==> src/rtl/dmem_arb.sv <==
// Shares the memory controller read port between demand loads and a queued prefetcher.
// In-order tag FIFO steers each response back to the requester that issued it.
module dmem_arb #(
    parameter int OUT_LOG = 3,
    parameter int PF_QLOG = 2,
    parameter int STARVE  = 16
) (
    input  logic               clk,
    input  logic               rst_n,
    input  logic               ld_re,
    input  logic [15:0]        ld_raddr,
    output logic               ld_stall,
    input  logic               pf_re,
    input  logic [15:0]        pf_raddr,
    output logic               pf_drop,
    output logic               mem_re,
    output logic [15:0]        mem_raddr,
    input  logic               mem_ready,
    input  logic [15:0]        mem_rdata,
    input  logic [15:0]        mem_raddr_in,
    output logic               ld_ready,
    output logic [15:0]        ld_addr,
    output logic [15:0]        ld_data,
    output logic               pf_ready,
    output logic [15:0]        pf_addr,
    output logic [15:0]        pf_data,
    output logic [OUT_LOG:0]   outstanding,
    output logic               err
);
    localparam int PF_DEPTH  = 1 << PF_QLOG;
    localparam int MAX_OUT_N = 1 << OUT_LOG;
    localparam int AGE_W     = $clog2(STARVE + 1);
    localparam logic [OUT_LOG:0] MAX_OUT    = {1'b1, {OUT_LOG{1'b0}}};
    localparam logic [OUT_LOG:0] MAX_OUT_M1 = {1'b0, {OUT_LOG{1'b1}}};
    localparam logic [PF_QLOG:0] PF_FULL    = {1'b1, {PF_QLOG{1'b0}}};
    localparam logic [AGE_W-1:0] STARVE_C   = AGE_W'(STARVE);

    logic [15:0]          pfq_mem_q [PF_DEPTH];
    logic [15:0]          pfq_mem_d [PF_DEPTH];
    logic [PF_QLOG-1:0]   pfq_wr_q, pfq_wr_d, pfq_rd_q, pfq_rd_d;
    logic [PF_QLOG:0]     pfq_cnt_q, pfq_cnt_d;
    logic [AGE_W-1:0]     age_q, age_d;
    logic [MAX_OUT_N-1:0] tag_mem_q, tag_mem_d;
    logic [OUT_LOG-1:0]   tag_wr_q, tag_wr_d, tag_rd_q, tag_rd_d;
    logic [OUT_LOG:0]     out_cnt_q, out_cnt_d;
    logic                 mem_re_q, mem_re_d;
    logic [15:0]          mem_raddr_q, mem_raddr_d;
    logic                 ld_ready_q, ld_ready_d, pf_ready_q, pf_ready_d;
    logic [15:0]          ld_addr_q, ld_addr_d, ld_data_q, ld_data_d;
    logic [15:0]          pf_addr_q, pf_addr_d, pf_data_q, pf_data_d;
    logic                 pf_drop_q, pf_drop_d, err_q, err_d;

    logic credit_ok_s, pf_avail_s, force_pf_s, dem_issue_s, pf_issue_s, issue_s;
    logic pf_full_s, pf_push_s, resp_valid_s, resp_tag_s, tag_empty_s;

    // Issue arbitration; credit is judged on the registered count only.
    always_comb begin
        credit_ok_s = (out_cnt_q < MAX_OUT);
        pf_avail_s  = (pfq_cnt_q != {(PF_QLOG+1){1'b0}});
        force_pf_s  = pf_avail_s && (age_q >= STARVE_C) && credit_ok_s;
        dem_issue_s = 1'b0;
        pf_issue_s  = 1'b0;
        if (force_pf_s) begin
            pf_issue_s = 1'b1;
        end else if (ld_re && credit_ok_s) begin
            dem_issue_s = 1'b1;
        end else if (pf_avail_s && (out_cnt_q < MAX_OUT_M1)) begin
            pf_issue_s = 1'b1;
        end else begin
            pf_issue_s = 1'b0;
        end
        issue_s      = dem_issue_s || pf_issue_s;
        pf_full_s    = (pfq_cnt_q == PF_FULL);
        pf_push_s    = pf_re && (!pf_full_s || pf_issue_s);
        tag_empty_s  = (out_cnt_q == {(OUT_LOG+1){1'b0}});
        resp_valid_s = mem_ready && !tag_empty_s;
        resp_tag_s   = tag_mem_q[tag_rd_q];
    end

    assign ld_stall = ld_re && !dem_issue_s;

    // Prefetch queue, head age and tag FIFO bookkeeping.
    always_comb begin
        pfq_mem_d = pfq_mem_q;
        if (pf_push_s) begin
            pfq_mem_d[pfq_wr_q] = pf_raddr;
        end else begin
            pfq_mem_d = pfq_mem_q;
        end
        pfq_wr_d = pf_push_s  ? pfq_wr_q + PF_QLOG'(1) : pfq_wr_q;
        pfq_rd_d = pf_issue_s ? pfq_rd_q + PF_QLOG'(1) : pfq_rd_q;
        case ({pf_push_s, pf_issue_s})
            2'b10:   pfq_cnt_d = pfq_cnt_q + (PF_QLOG+1)'(1);
            2'b01:   pfq_cnt_d = pfq_cnt_q - (PF_QLOG+1)'(1);
            default: pfq_cnt_d = pfq_cnt_q;
        endcase
        if (pf_issue_s || !pf_avail_s) begin
            age_d = {AGE_W{1'b0}};
        end else if (age_q < STARVE_C) begin
            age_d = age_q + AGE_W'(1);
        end else begin
            age_d = age_q;
        end
        tag_mem_d = tag_mem_q;
        if (issue_s) begin
            tag_mem_d[tag_wr_q] = pf_issue_s;
        end else begin
            tag_mem_d = tag_mem_q;
        end
        tag_wr_d = issue_s      ? tag_wr_q + OUT_LOG'(1) : tag_wr_q;
        tag_rd_d = resp_valid_s ? tag_rd_q + OUT_LOG'(1) : tag_rd_q;
        case ({issue_s, resp_valid_s})
            2'b10:   out_cnt_d = out_cnt_q + (OUT_LOG+1)'(1);
            2'b01:   out_cnt_d = out_cnt_q - (OUT_LOG+1)'(1);
            default: out_cnt_d = out_cnt_q;
        endcase
    end

    // Registered issue port, response routing and status flags.
    always_comb begin
        mem_re_d    = issue_s;
        mem_raddr_d = dem_issue_s ? ld_raddr :
                      (pf_issue_s ? pfq_mem_q[pfq_rd_q] : mem_raddr_q);
        ld_ready_d  = resp_valid_s && !resp_tag_s;
        pf_ready_d  = resp_valid_s && resp_tag_s;
        ld_addr_d   = ld_ready_d ? mem_raddr_in : ld_addr_q;
        ld_data_d   = ld_ready_d ? mem_rdata    : ld_data_q;
        pf_addr_d   = pf_ready_d ? mem_raddr_in : pf_addr_q;
        pf_data_d   = pf_ready_d ? mem_rdata    : pf_data_q;
        pf_drop_d   = pf_re && pf_full_s && !pf_issue_s;
        err_d       = err_q || (mem_ready && tag_empty_s);
    end

    // State register.
    always_ff @(posedge clk or negedge rst_n) begin
        if (!rst_n) begin
            for (int i = 0; i < PF_DEPTH; i++) pfq_mem_q[i] <= 16'h0000;
            pfq_wr_q    <= {PF_QLOG{1'b0}};
            pfq_rd_q    <= {PF_QLOG{1'b0}};
            pfq_cnt_q   <= {(PF_QLOG+1){1'b0}};
            age_q       <= {AGE_W{1'b0}};
            tag_mem_q   <= {MAX_OUT_N{1'b0}};
            tag_wr_q    <= {OUT_LOG{1'b0}};
            tag_rd_q    <= {OUT_LOG{1'b0}};
            out_cnt_q   <= {(OUT_LOG+1){1'b0}};
            mem_re_q    <= 1'b0;
            mem_raddr_q <= 16'h0000;
            ld_ready_q  <= 1'b0;
            ld_addr_q   <= 16'h0000;
            ld_data_q   <= 16'h0000;
            pf_ready_q  <= 1'b0;
            pf_addr_q   <= 16'h0000;
            pf_data_q   <= 16'h0000;
            pf_drop_q   <= 1'b0;
            err_q       <= 1'b0;
        end else begin
            pfq_mem_q   <= pfq_mem_d;
            pfq_wr_q    <= pfq_wr_d;
            pfq_rd_q    <= pfq_rd_d;
            pfq_cnt_q   <= pfq_cnt_d;
            age_q       <= age_d;
            tag_mem_q   <= tag_mem_d;
            tag_wr_q    <= tag_wr_d;
            tag_rd_q    <= tag_rd_d;
            out_cnt_q   <= out_cnt_d;
            mem_re_q    <= mem_re_d;
            mem_raddr_q <= mem_raddr_d;
            ld_ready_q  <= ld_ready_d;
            ld_addr_q   <= ld_addr_d;
            ld_data_q   <= ld_data_d;
            pf_ready_q  <= pf_ready_d;
            pf_addr_q   <= pf_addr_d;
            pf_data_q   <= pf_data_d;
            pf_drop_q   <= pf_drop_d;
            err_q       <= err_d;
        end
    end

    assign mem_re      = mem_re_q;
    assign mem_raddr   = mem_raddr_q;
    assign ld_ready    = ld_ready_q;
    assign ld_addr     = ld_addr_q;
    assign ld_data     = ld_data_q;
    assign pf_ready    = pf_ready_q;
    assign pf_addr     = pf_addr_q;
    assign pf_data     = pf_data_q;
    assign pf_drop     = pf_drop_q;
    assign err         = err_q;
    assign outstanding = out_cnt_q;
endmodule

==> config.mk <==
export PLATFORM = sky130hd
export DESIGN_NAME = dmem_arb
export DESIGN_NICKNAME = d
export VERILOG_FILES = /design/src/rtl/dmem_arb.sv
export SDC_FILE = /design/constraint.sdc
export NUM_CORES = 1
export LEC_CHECK = 0
export CAP_MARGIN = 20
export CORE_MARGIN = 5
export CORE_UTILIZATION = 30
export CTS_BUF_LIST = sky130_fd_sc_hd__clkbuf_8
export DETAILED_ROUTE_END_ITERATION = 7
export GPL_ROUTABILITY_DRIVEN = 0
export PLACE_DENSITY = 0.61
export SLEW_MARGIN = 20
export SYNTH_ARGS = -nofsm -noshare
export SYNTH_HDL_FRONTEND = slang
export SYNTH_SLANG_ARGS = --single-unit
==> constraint.sdc <==
create_clock -name clk -period 2.34 [get_ports clk]
set_input_delay 0.468 -clock clk [delete_from_list [all_inputs] [get_ports clk]]
set_output_delay 0.468 -clock clk [all_outputs]
set_load 0.005 [all_outputs]
==> qor.yml, run 1 <==
routed_via_density: 4.55
number_of_stages_on_the_worst_hold_path: 1
drt_wl_total_mm: 17.9
dominantRegCellSynth: "sky130_fd_sc_hd__dfrtp_1"
synth.yosys.seq_area_share_pct: 57.0
worst_ep_arrival_time_ns: 2.66
track_usage_pct: 12.3
capture_instance_of_the_worst_register_to_register_path: "outstanding[2]$_DFFE_PN0P_"
critical_path_required_ns: 2.67
worst-r2r-cell-count: 11
period_needed_ns: 2.32
die_height_um: 172
yosysTopAreaCellShare_pct: 57.0
clock_sinks: 179
report.final.hold_viol_count: 0
synth_top_cells_by_count: "179 x sky130_fd_sc_hd__dfrtp_1, 101 x sky130_fd_sc_hd__mux2_2, 44 x sky130_fd_sc_hd__nand2_1, 29 x sky130_fd_sc_hd__mux2_4, 26 x sky130_fd_sc_hd__nor2_1"
synthesized_area_divided_by_synthesized_cell_count_um2: 14.6
worst_setup_path_end_kind: "flop"
area_growth_pct: 35.5
die-area_mm2: 0.0295
p_total_mw: 14.9
syn_nets: 619
core.rowCount: 59
clock_skew_ns: 0.0210
synthAdderAreaFrac_pct: 2.01
yosys_warnings: 0
synthesized_area_fraction_occupied_by_xor_and_xnor_cells_pct: 2.12
grt_first_pass_wirelength_mm: 28.5
cts_max_path_buffers: 2
port_buffers: 158
critical_path.reg2reg.startpoint: "pfq_cnt_q[2]$_DFFE_PN0P_"
detailedRoute.firstIterationViolations: 345
dominant_combinational_cell_family_by_area_after_synthesis: "multiplexers"
unrepaired_setup_endpoints_after_global_routing: "true"
cap_violations: 0
worstSetupPathType: "flop to flop"
setup_violations: 0
pwr_density_cell_mw_per_mm2: 1400
maxSlewHeadroom_pct: 59.9
synth_cells: 538
tritoncts_clock_tree: "done"
number_of_pins_exceeding_their_max_slew_limit_in_the_final_report: 0
dr_wl_met2_mm: 8.77
drive_gt1_share_pct: 33.3
diodes_inserted: 0
met3_wirelength_um: 924
worst_hold_path.endpoint: "err$_DFF_PN0_"
drc: 0
worst_skew_pair.late_latency_ns: 0.46
detailedPlacementHpwl_mm: 13.1
clk_root_buffer_cell: "sky130_fd_sc_hd__clkbuf_8"
placeableCoreArea_mm2: 0.0259
yosys.cell_count.top_type: "sky130_fd_sc_hd__dfrtp_1"
hold_path_class: "flop to flop"
antenna_found_initial: 0
syn-cell-area_mm2: 0.00786
wl_met1_mm: 8.01
largest_net_degree_at_the_start_of_global_routing: 61
wl_per_cell_um: 16.4
nNetsFinal: 824
place_inst: 1050
ys_types: 47
layout.cells.non_filler: 1091
yosys.area_share.simple_pct: 6.04
cts_made_buffers: 17
postSynth.asyncResetShare_pct: 100
worst_slew_pin_slew_ns: 0.601
num-fill-cells: 2432
mux_share_of_post_synthesis_cell_area_pct: 25.9
holdCritStartpoint: "err$_DFF_PN0_"
grt-ovfl-total: 0
synth_top_cell_by_area: "sky130_fd_sc_hd__dfrtp_1"
detailedRoute.firstPassIterationCount: 4
placement.cell_area_mm2: 0.0102
post_synth_main_area_contributors: "sky130_fd_sc_hd__dfrtp_1 57%, sky130_fd_sc_hd__mux2_2 14%, sky130_fd_sc_hd__mux2_4 5.5%, sky130_fd_sc_hd__mux4_2 4.9%, sky130_fd_sc_hd__nand2_1 2.1%"
fin_crit_sh_pct: 99.3
synth-compound-area-share_pct: 3.78
setup-tns-final_ns: 0
post-route-cell-area_mm2: 0.0106
cts_max_level: 4
outcome: "complete, no violations"
synth-seq-cells: 179
io-pin-count: 159
utilization_pct: 41.1
drtAntennaViolNets: 0
synth_edf_count: 0
worst_setup_hold_path_clk_slew_ns: 0.10
grt_pass1_vias: 5195
setup.reg_to_reg.worst_slack_ns: 0.02
p_leak_nw: 4.54
peakVddDrop_mv: 0.572
timing.fmax_mhz: 430
initial_core_util_pct: 30.3
start_kind: "flop"
chipWidth_um: 172
worst-path-max-fanout: 4
routed.top_layer: "met4"
via_count: 4967
## cell usage in the layout (no fill, tap or decap), drive strengths merged, types with 2 or more instances in the layout
master and count:
dfrtp 179, clkdlybuf4s50 156, mux2 131, buf 57, nand2 45, nor2 31
inv 21, a31oi 18, mux4 18, clkbuf 17, xnor2 11, ha 11
xor2 8, o31ai 8, clkinv 5, o21ai 4, nand2b 4, nor2b 3
o41ai 3, mux2i 3, or3 2, a21oi 2
## where the power goes
| part | switching, mW | leakage, nW | internal, mW |
|---|---|---|---|
| Clock | 1.25 | 0.190 | 0.786 |
| Sequential | 0.929 | 2.12 | 4.68 |
| Combinational | 2.65 | 2.23 | 4.61 |
## registers in the layout (all words and copies together) (netlist names)
signal,flops
pf_data,16
tag_rd_q,3
pfq_wr_q,2
age_q,5
tag_wr_q,3
pfq_rd_q,2
pf_ready,1
ld_addr,16
ld_data,16
err,1
pf_addr,16
pfq_mem_q,64
outstanding,4
mem_raddr,16
ld_ready,1
tag_mem_q,8
pfq_cnt_q,3
pf_drop,1
mem_re,1
## kinds of logic after synthesis
| family | count (synthesis) |
|---|---|
| compound gates | 43 |
| mux | 152 |
| xor+xnor | 19 |
| simple gates | 92 |
| fa+ha+maj | 12 |
| buf+inv | 41 |
| flops | 179 |
## worst max-delay path by stage
stage | startpoint | endpoint | slack (ns) | cells after the start
after floorplan | pfq_cnt_q[0]$_DFFE_PN0P_ | outstanding[2]$_DFFE_PN0P_ | -0.06 | 12
after global placement | ld_re | outstanding[2]$_DFFE_PN0P_ | -0.21 | 12
after detailed placement | ld_re | outstanding[2]$_DFFE_PN0P_ | -0.27 | 12
after CTS | pfq_cnt_q[0]$_DFFE_PN0P_ | tag_mem_q[2]$_DFFE_PN0P_ | -0.06 | 15
after global routing | pfq_cnt_q[2]$_DFFE_PN0P_ | outstanding[2]$_DFFE_PN0P_ | -0.08 | 11
final | pfq_cnt_q[2]$_DFFE_PN0P_ | outstanding[2]$_DFFE_PN0P_ | 0.02 | 11
## layer usage
metal	track usage, %	vias to the layer above
li1	-	2322
met1	15.8	2526
met2	20.7	105
met3	2.78	14
met4	3.69	0
met5	0	-
## metrics by stage
stage                     hold WS, ns  worst slack [ns]
after floorplan                 0.172           -0.0589
after global placement          0.440            -0.213
after detailed placement        0.454            -0.274
after CTS                       0.475           -0.0595
after global routing            0.488           -0.0809
final                           0.470            0.0163
## area by class of cell
| class | instances | area [um^2] | share of cell area [%] |
|---|---|---|---|
| Sequential cell | 179 | 4480 | 42.1 |
| Multi-Input combinational cell | 318 | 3160 | 29.7 |
| Timing Repair Buffer | 215 | 2160 | 20.3 |
| Tap cell | 335 | 419 | 3.94 |
| Clock buffer | 17 | 234 | 2.20 |
| Clock inverter | 15 | 136 | 1.28 |
| Inverter | 12 | 45.0 | 0.423 |
## critical path, stage by stage (launching register included)
cell and delay (ns):
sky130_fd_sc_hd__dfrtp_1 0.39, sky130_fd_sc_hd__or3_4 0.41, sky130_fd_sc_hd__a211o_1 0.30, sky130_fd_sc_hd__nand2_2 0.09, sky130_fd_sc_hd__inv_2 0.04, sky130_fd_sc_hd__ha_2 0.18, sky130_fd_sc_hd__xor2_1 0.14, sky130_fd_sc_hd__ha_2 0.17
sky130_fd_sc_hd__a21oi_2 0.11, sky130_fd_sc_hd__xor2_1 0.15, sky130_fd_sc_hd__nor2_1 0.07, sky130_fd_sc_hd__xor2_1 0.14
## timing repair
action                                 in CTS  in global routing
gates resized for setup                     2                  2
endpoints found under the hold margin      40                  0
pin swaps                                   2                  3
hold buffers                                1                  0
buffers inserted                           11                  0
setup endpoints to repair                   1                 24
No activity file was read; power rests on OpenSTA's default activity.
==> inputs of run 2 (changes only) <==
--- a/config.mk
+++ b/config.mk
@@ -5,13 +5,15 @@
 export SDC_FILE = /design/constraint.sdc
 export NUM_CORES = 1
 export LEC_CHECK = 0
+export ABC_AREA = 1
 export CAP_MARGIN = 20
 export CORE_MARGIN = 5
-export CORE_UTILIZATION = 30
+export CORE_UTILIZATION = 48
 export CTS_BUF_LIST = sky130_fd_sc_hd__clkbuf_8
 export DETAILED_ROUTE_END_ITERATION = 7
 export GPL_ROUTABILITY_DRIVEN = 0
-export PLACE_DENSITY = 0.61
+export GPL_TIMING_DRIVEN = 0
+export PLACE_DENSITY = 0.86
 export SLEW_MARGIN = 20
 export SYNTH_ARGS = -nofsm -noshare
 export SYNTH_HDL_FRONTEND = slang
==> qor.yml, run 2 <==
outcome: "complete, no violations"
timing.fmax_mhz: 458  # +6.4%
cts_made_buffers: 17  # unchanged
worst_setup_path_end_kind: "flop"
synth_top_cells_by_count: "386 x sky130_fd_sc_hd__nand2_1, 179 x sky130_fd_sc_hd__dfrtp_1, 102 x sky130_fd_sc_hd__nand3_1, 72 x sky130_fd_sc_hd__o21ai_0, 43 x sky130_fd_sc_hd__inv_1"
yosys.cell_count.top_type: "sky130_fd_sc_hd__nand2_1"
detailedRoute.firstPassIterationCount: 5  # +1
p_leak_nw: 5.17  # +14%
clock_sinks: 179  # unchanged
wl_per_cell_um: 15.4  # -6.4%
grt_pass1_vias: 7009  # +35%
clock_skew_ns: 0.0138  # -0.00721 ns
p_int_mw: 8.67  # -14%
postSynth.asyncResetShare_pct: 100  # unchanged
area_growth_pct: 29.4
synth_cells: 954  # +77%
period_needed_ns: 2.18  # -0.141 ns
report.final.hold_viol_count: 0  # unchanged
routed_via_density: 5.22  # +15%
worstSetupPathType: "primary input to flop"
pwr-share-comb_pct: 49.3  # +0.6 points
drive_gt1_share_pct: 9.90  # -23 points
via_count: 7158  # +44%
cts_max_path_buffers: 2  # unchanged
top_usage_layer: "met2"
worst_slew_pin_slew_ns: 0.532  # -0.0695 ns
number_of_pins_exceeding_their_max_slew_limit_in_the_final_report: 0  # unchanged
diodes_inserted: 0  # unchanged
clk_root_buffer_cell: "sky130_fd_sc_hd__clkbuf_8"
setup_violations: 0  # unchanged
worst_skew_pair.late_latency_ns: 0.46  # about the same
grt-ovfl-total: 0  # unchanged
drc: 0  # unchanged
clock_power_share_pct: 13.4  # -0.3 points
yosysTopAreaCellShare_pct: 55.4  # -1.6 points
place_ws_ns: -0.618  # -0.344 ns
io-pin-count: 159  # unchanged
initial_core_util_pct: 48.8  # +18 points
placeableCoreArea_mm2: 0.0166  # -36%
setup.reg_to_reg.worst_slack_ns: 0.19  # +0.17 ns
seq_power_share_pct: 37.3  # -0.3 points
largest_net_degree_at_the_start_of_global_routing: 69  # +13%
detailedRoute.firstIterationViolations: 415  # +20%
syn_nets: 1035  # +67%
detailedPlacementHpwl_mm: 15.7  # +20%
worst-path-max-fanout: 18  # +14
port_buffers: 158  # unchanged
crit_path_max_incr_delay_ns: 0.46  # +0.05 ns
groute.layer.met1.usage_pct: 27.4  # +12 points
critical_path_required_ns: 2.68  # about the same
power.share.switching_pct: 40.8  # +8.4 points
start_kind: "primary input"
core.rowCount: 47  # -20%
total_switching_power_mw: 5.99  # +24%
syn-cell-area_mm2: 0.00809  # +2.9%
largest_register_ffs: 64  # unchanged
leading_cell_types_in_the_layout_fill_and_taps_excluded: "384 x sky130_fd_sc_hd__nand2_1, 176 x sky130_fd_sc_hd__dfrtp_1, 156 x sky130_fd_sc_hd__clkdlybuf4s50_1"
synth-seq-cells: 179  # unchanged
die_height_um: 140  # -19%
largest_register: "pfq_mem_q"
layout_commonest_cell: "sky130_fd_sc_hd__nand2_1"
antenna_found_initial: 0  # unchanged
pwr_density_cell_mw_per_mm2: 1400  # -0.14%
cp_slowest_cell: "sky130_fd_sc_hd__clkdlybuf4s50_1"
ys_types: 27  # -43%
globalRouteMet3Util_pct: 4.80  # +2.0 points
critical-path-top-delay-family: "buffers and inverters"
yosys_warnings: 0  # unchanged
synth.yosys.seq_area_share_pct: 55.4  # -1.6 points
post_synth_main_area_contributors: "sky130_fd_sc_hd__dfrtp_1 55%, sky130_fd_sc_hd__nand2_1 18%, sky130_fd_sc_hd__nand3_1 6.3%, sky130_fd_sc_hd__o21ai_0 4.5%, sky130_fd_sc_hd__nand4_1 2.6%"
die-area_mm2: 0.0195  # -34%
unrepaired_setup_endpoints_after_global_routing: "false"
path_cells: "clkdlybuf4s50_1 -> inv_1 -> nand3_1 -> nand2_1 -> nand2_4 -> nand2_2 -> inv_6 -> ha_4 -> nand2_1 -> inv_1 -> nor2_2 -> ha_1 -> a21oi_1 -> xor2_1 -> o21ai_0"
worstPathBufferInverterCount: 4  # +3
drt_wl_total_mm: 21.1  # +18%
tritoncts_clock_tree: "done"
cts_max_level: 4  # unchanged
worst_setup_hold_path_clk_slew_ns: 0.08  # -0.02 ns
maxSlewHeadroom_pct: 64.5  # +4.6 points
hold_path_class: "flop to flop"
cap_violations: 0  # unchanged
drtAntennaViolNets: 0  # unchanged
synthesized_area_divided_by_synthesized_cell_count_um2: 8.48  # -42%
synth_top_cell_by_area: "sky130_fd_sc_hd__dfrtp_1"
synth_edf_count: 0  # unchanged
worst_ep_arrival_time_ns: 2.52  # -0.14 ns
grt_first_pass_wirelength_mm: 34.4  # +21%
utilization_pct: 63.1  # +22 points
fin_crit_sh_pct: 93.3  # -6.0 points
timing.final.ws_setup_ns: 0.157  # +0.141 ns
dominantRegCellSynth: "sky130_fd_sc_hd__dfrtp_1"
peakVddDrop_mv: 0.570  # -0.35%
chipWidth_um: 140  # -19%
nNetsFinal: 1220  # +48%
track_usage_pct: 21.6  # +9.3 points
globalRouteMet2Util_pct: 36.9  # +16 points
==> run 2: final cells by class <==
class	count	area [um^2]
fillers	1404	6120
flip-flops and latches	179	4480
multi-input cells	672	3160
repair buffers	167	1700
plain buffers	51	297
well taps	220	275
clock buffers	18	248
inverters	51	199
clock inverters	13	111
==> run 2: routing by layer <==
metal,part of all wire [%],wire (um)
met1,41,8670
met3,7.8,1650
met4,1.6,341
met5,0,0
met2,49,10400
==> run 2: worst reg2reg max path, cell delays in order (launching register included) <==
cell	delay [ns]
sky130_fd_sc_hd__dfrtp_1	0.40
sky130_fd_sc_hd__inv_2	0.12
sky130_fd_sc_hd__nand3_1	0.13
sky130_fd_sc_hd__nand2_1	0.14
sky130_fd_sc_hd__nand2_4	0.10
sky130_fd_sc_hd__nand2_2	0.12
sky130_fd_sc_hd__inv_6	0.09
sky130_fd_sc_hd__ha_4	0.19
sky130_fd_sc_hd__nor2_1	0.12
sky130_fd_sc_hd__nor2_2	0.06
sky130_fd_sc_hd__ha_1	0.17
sky130_fd_sc_hd__a21oi_1	0.14
sky130_fd_sc_hd__xor2_1	0.15
sky130_fd_sc_hd__o21ai_0	0.08
==> run 2: power groups by stage <==
stage	logic, mW	clock network (mW)	registers, mW
global placement	6.79	0	5.46
finish	7.22	1.97	5.46
detailed placement	7.05	0	5.51
floorplan	4.09	0	5.40
CTS	7.21	2.01	5.44
global route	8.08	2.11	5.63
==> run 2: worst paths after layout <==
path / from / to / cells after the start
max: ld_re / outstanding[2]$_DFFE_PN0P_ / 15
min: err$_DFF_PN0_ / err$_DFF_PN0_ / 1
max reg2reg: outstanding[3]$_DFFE_PN0P_ / outstanding[2]$_DFFE_PN0P_ / 13
min reg2reg: err$_DFF_PN0_ / err$_DFF_PN0_ / 1
max in group asynchronous: rst_n / ld_data[15]$_DFFE_PN0P_ / 3
min in group asynchronous: rst_n / ld_addr[3]$_DFFE_PN0P_ / 2
==> run 2: cells by family (layout without fill, tap and decap cells) <==
group                      Yosys count  in the layout  synth area share (%)
DFF                                179            179                  55.4
and+or+nand+nor                    568            568                  30.1
adders and majority gates           12             12                  1.95
buffers and inverters              103            300                  6.05
xor gates and xnor gates            12             12                  1.30
AOI/OAI and AO/OA                   80             80                  5.23
==> run 2: metrics by stage <==
stage                     instance area [um^2]  hold WS [ns]  std cells  total power, mW  setup TNS [ns]
after global routing                     10500         0.489       1371             15.8               0
after global placement                    9940         0.452       1332             12.2        -1138.53
after floorplan                           8090         0.172        954             9.49               0
after CTS                                10400         0.480       1371             14.7               0
after detailed placement                 10000         0.391       1334             12.6           -1.90
final                                    10500         0.476       1371             14.7               0
==> run 2: what timing repair did <==
item	4_1_cts	5_1_grt
endpoints found under the setup margin	2	5
gates resized for setup	8	10
endpoints found under the hold margin	44	0
pin swaps	0	0
setup buffers	5	1
hold buffers	1	0
==> inputs of run 3 (changes only) <==
--- a/config.mk
+++ b/config.mk
@@ -14,6 +14,7 @@
 export GPL_ROUTABILITY_DRIVEN = 0
 export GPL_TIMING_DRIVEN = 0
 export PLACE_DENSITY = 0.86
+export REMOVE_ABC_BUFFERS = 1
 export SLEW_MARGIN = 20
 export SYNTH_ARGS = -nofsm -noshare
 export SYNTH_HDL_FRONTEND = slang
==> qor.yml, run 3 (synthesis gave the netlist of run 2 again) <==
outcome: "complete, no violations"
core.rowCount: 47  # unchanged
tritoncts_clock_tree: "done"
critical_path_required_ns: 1.87  # -0.81 ns
routed_via_density: 5.33  # +2.1%
chipWidth_um: 140  # unchanged
worst_setup_path_end_kind: "output port"
unrepaired_setup_endpoints_after_global_routing: "true"
diodes_inserted: 0  # unchanged
nNetsFinal: 1183  # -3.0%
largest_register_ffs: 64  # unchanged
fin_crit_sh_pct: 98.5  # +5.2 points
port_buffers: 158  # unchanged
holdCritStartpoint: "tag_mem_q[7]$_DFFE_PN0P_"
detailedRoute.firstPassIterationCount: 5  # unchanged
detailedRoute.firstIterationViolations: 669  # +61%
largest_register: "pfq_mem_q"
holdWs_ns: 0.471  # -0.00428 ns
wl_per_cell_um: 16.3  # +6.3%
largest_net_degree_at_the_start_of_global_routing: 77  # +12%
placement.cell_area_mm2: 0.00975  # -2.6%
layout_commonest_cell: "sky130_fd_sc_hd__nand2_1"
grt-ovfl-total: 0  # unchanged
critical_path.reg2reg.startpoint: "pfq_rd_q[0]$_DFFE_PN0P_"
timing.fmax_mhz: 434  # -5.3%
detailedPlacementHpwl_mm: 13.0  # -17%
report.final.hold_viol_count: 0  # unchanged
cts_made_buffers: 17  # unchanged
cp_slowest_cell: "sky130_fd_sc_hd__clkdlybuf4s50_1"
area_growth_pct: 30.0
cap_violations: 0  # unchanged
drive_gt1_share_pct: 8.97  # -0.94 points
die-area_mm2: 0.0195  # unchanged
period_needed_ns: 2.31  # +0.122 ns
critical_path.startpoint: "pfq_cnt_q[0]$_DFFE_PN0P_"
antenna_found_initial: 0  # unchanged
p_leak_nw: 5.13  # -0.83%
grt_pass1_vias: 6907  # -1.5%
track_usage_pct: 22.0  # +0.42 points
grt_first_pass_wirelength_mm: 35.0  # +1.8%
clock_sinks: 179  # unchanged
leading_cell_types_in_the_layout_fill_and_taps_excluded: "383 x sky130_fd_sc_hd__nand2_1, 174 x sky130_fd_sc_hd__dfrtp_1, 157 x sky130_fd_sc_hd__clkdlybuf4s50_1"
clock_skew_ns: 0.0121  # -0.00167 ns
path_cells: "inv_2 -> nand3_4 -> nand2_4 -> a21oi_2 -> clkdlybuf4s50_1"
worst_skew_pair.late_latency_ns: 0.47  # about the same
pwr_density_cell_mw_per_mm2: 1430  # +2.2%
peakVddDrop_mv: 0.669  # +17%
post-route-cell-area_mm2: 0.0105  # +0.39%
worstSetupPathType: "flop to output port"
initial_core_util_pct: 48.8  # unchanged
hold_path_class: "flop to flop"
setup_violations: 0  # unchanged
placeableCoreArea_mm2: 0.0166  # unchanged
drt_wl_total_mm: 21.8  # +3.5%
start_kind: "flop"
cts_max_path_buffers: 2  # unchanged
via_count: 7118  # -0.56%
worst_slew_pin_slew_ns: 0.794  # +0.262 ns
worst_setup_hold_path_clk_slew_ns: 0.09  # about the same
maxSlewHeadroom_pct: 47.1  # -17 points
die_height_um: 140  # unchanged
clk_root_buffer_cell: "sky130_fd_sc_hd__clkbuf_8"
drc: 0  # unchanged
num-fill-cells: 1389  # -1.1%
cts_max_level: 4  # unchanged
io-pin-count: 159  # unchanged
number_of_pins_exceeding_their_max_slew_limit_in_the_final_report: 0  # unchanged
worst-path-max-fanout: 4  # -14
drtAntennaViolNets: 0  # unchanged
crit_path_max_incr_delay_ns: 0.51  # +0.05 ns
worst_ep_arrival_time_ns: 1.84  # -0.68 ns
## run 3: cell count changes in the layout (fill, tap and decap cells not counted), sizes merged, moves of 3 or more
cell / change
inv: +4
clkbuf: -13
buf: -31
bufinv: +3
clkinv: -5
nand2: +4
## run 3: area by class of cell
type / instances / area, um^2 / area share [%]
Tap cell: 220 / 275 / 2.62
Clock buffer: 17 / 234 / 2.23
Timing Repair Buffer: 175 / 1780 / 17.0
Inverter: 51 / 214 / 2.04
Clock inverter: 15 / 190 / 1.81
Multi-Input combinational cell: 678 / 3330 / 31.6
Sequential cell: 179 / 4490 / 42.7
## run 3: repair_timing
action	CTS	global route
endpoints found under the hold margin	41	0
setup endpoints to repair	90	87
setup buffers	0	12
hold buffers	1	0
cloned	4	2
resized for setup	28	13
pin swaps	3	4
## run 3: per-layer routing
metal	vias to the layer above	wire length, um	track usage [%]
met4	0	470	7.60
met3	37	1460	5.49
li1	3374	-	-
met1	3443	9170	28.3
met5	-	0	0
met2	264	10700	36.5
## run 3: metrics by stage
step	setup TNS [ns]	std cells	utilization [%]	power (mW)	setup slack [ns]
finish	0	1335	63.4	15.0	0.0349
global route	-0.239	1335	63.4	16.2	-0.151
CTS	-0.144	1321	62.4	14.8	-0.0910
detailed placement	-78.54	1284	58.8	12.2	-1.61
global placement	-1284.02	1280	58.2	11.8	-6.51
floorplan	-4.82	902	-	9.05	-0.396
## run 3: worst paths after layout
kind / depth (start not counted) / slack (ns) / endpoint
min reg2reg: 2 / 0.47 / tag_mem_q[7]$_DFFE_PN0P_
max reg2reg: 7 / 0.08 / mem_raddr[8]$_DFFE_PN0P_
min: 2 / 0.47 / tag_mem_q[7]$_DFFE_PN0P_
min in group asynchronous: 2 / 0.49 / mem_raddr[11]$_DFFE_PN0P_
max in group asynchronous: 3 / 1.18 / ld_data[12]$_DFFE_PN0P_
max: 5 / 0.03 / ld_stall
## run 3: power breakdown
part / internal, mW / switching (mW) / total (mW)
Clock: 1.16 / 1.12 / 2.28
Combinational: 3.07 / 4.08 / 7.15
Sequential: 4.58 / 1.03 / 5.61
Total: 8.81 / 6.24 / 15.0
## run 3: critical path, delay by kind of cell (launching register included)
kind | cells | cell delay (ns)
buffers and inverters | 2 | 0.59
DFF | 1 | 0.40
and+or+nand+nor | 2 | 0.24
AOI/OAI and AO/OA | 1 | 0.15
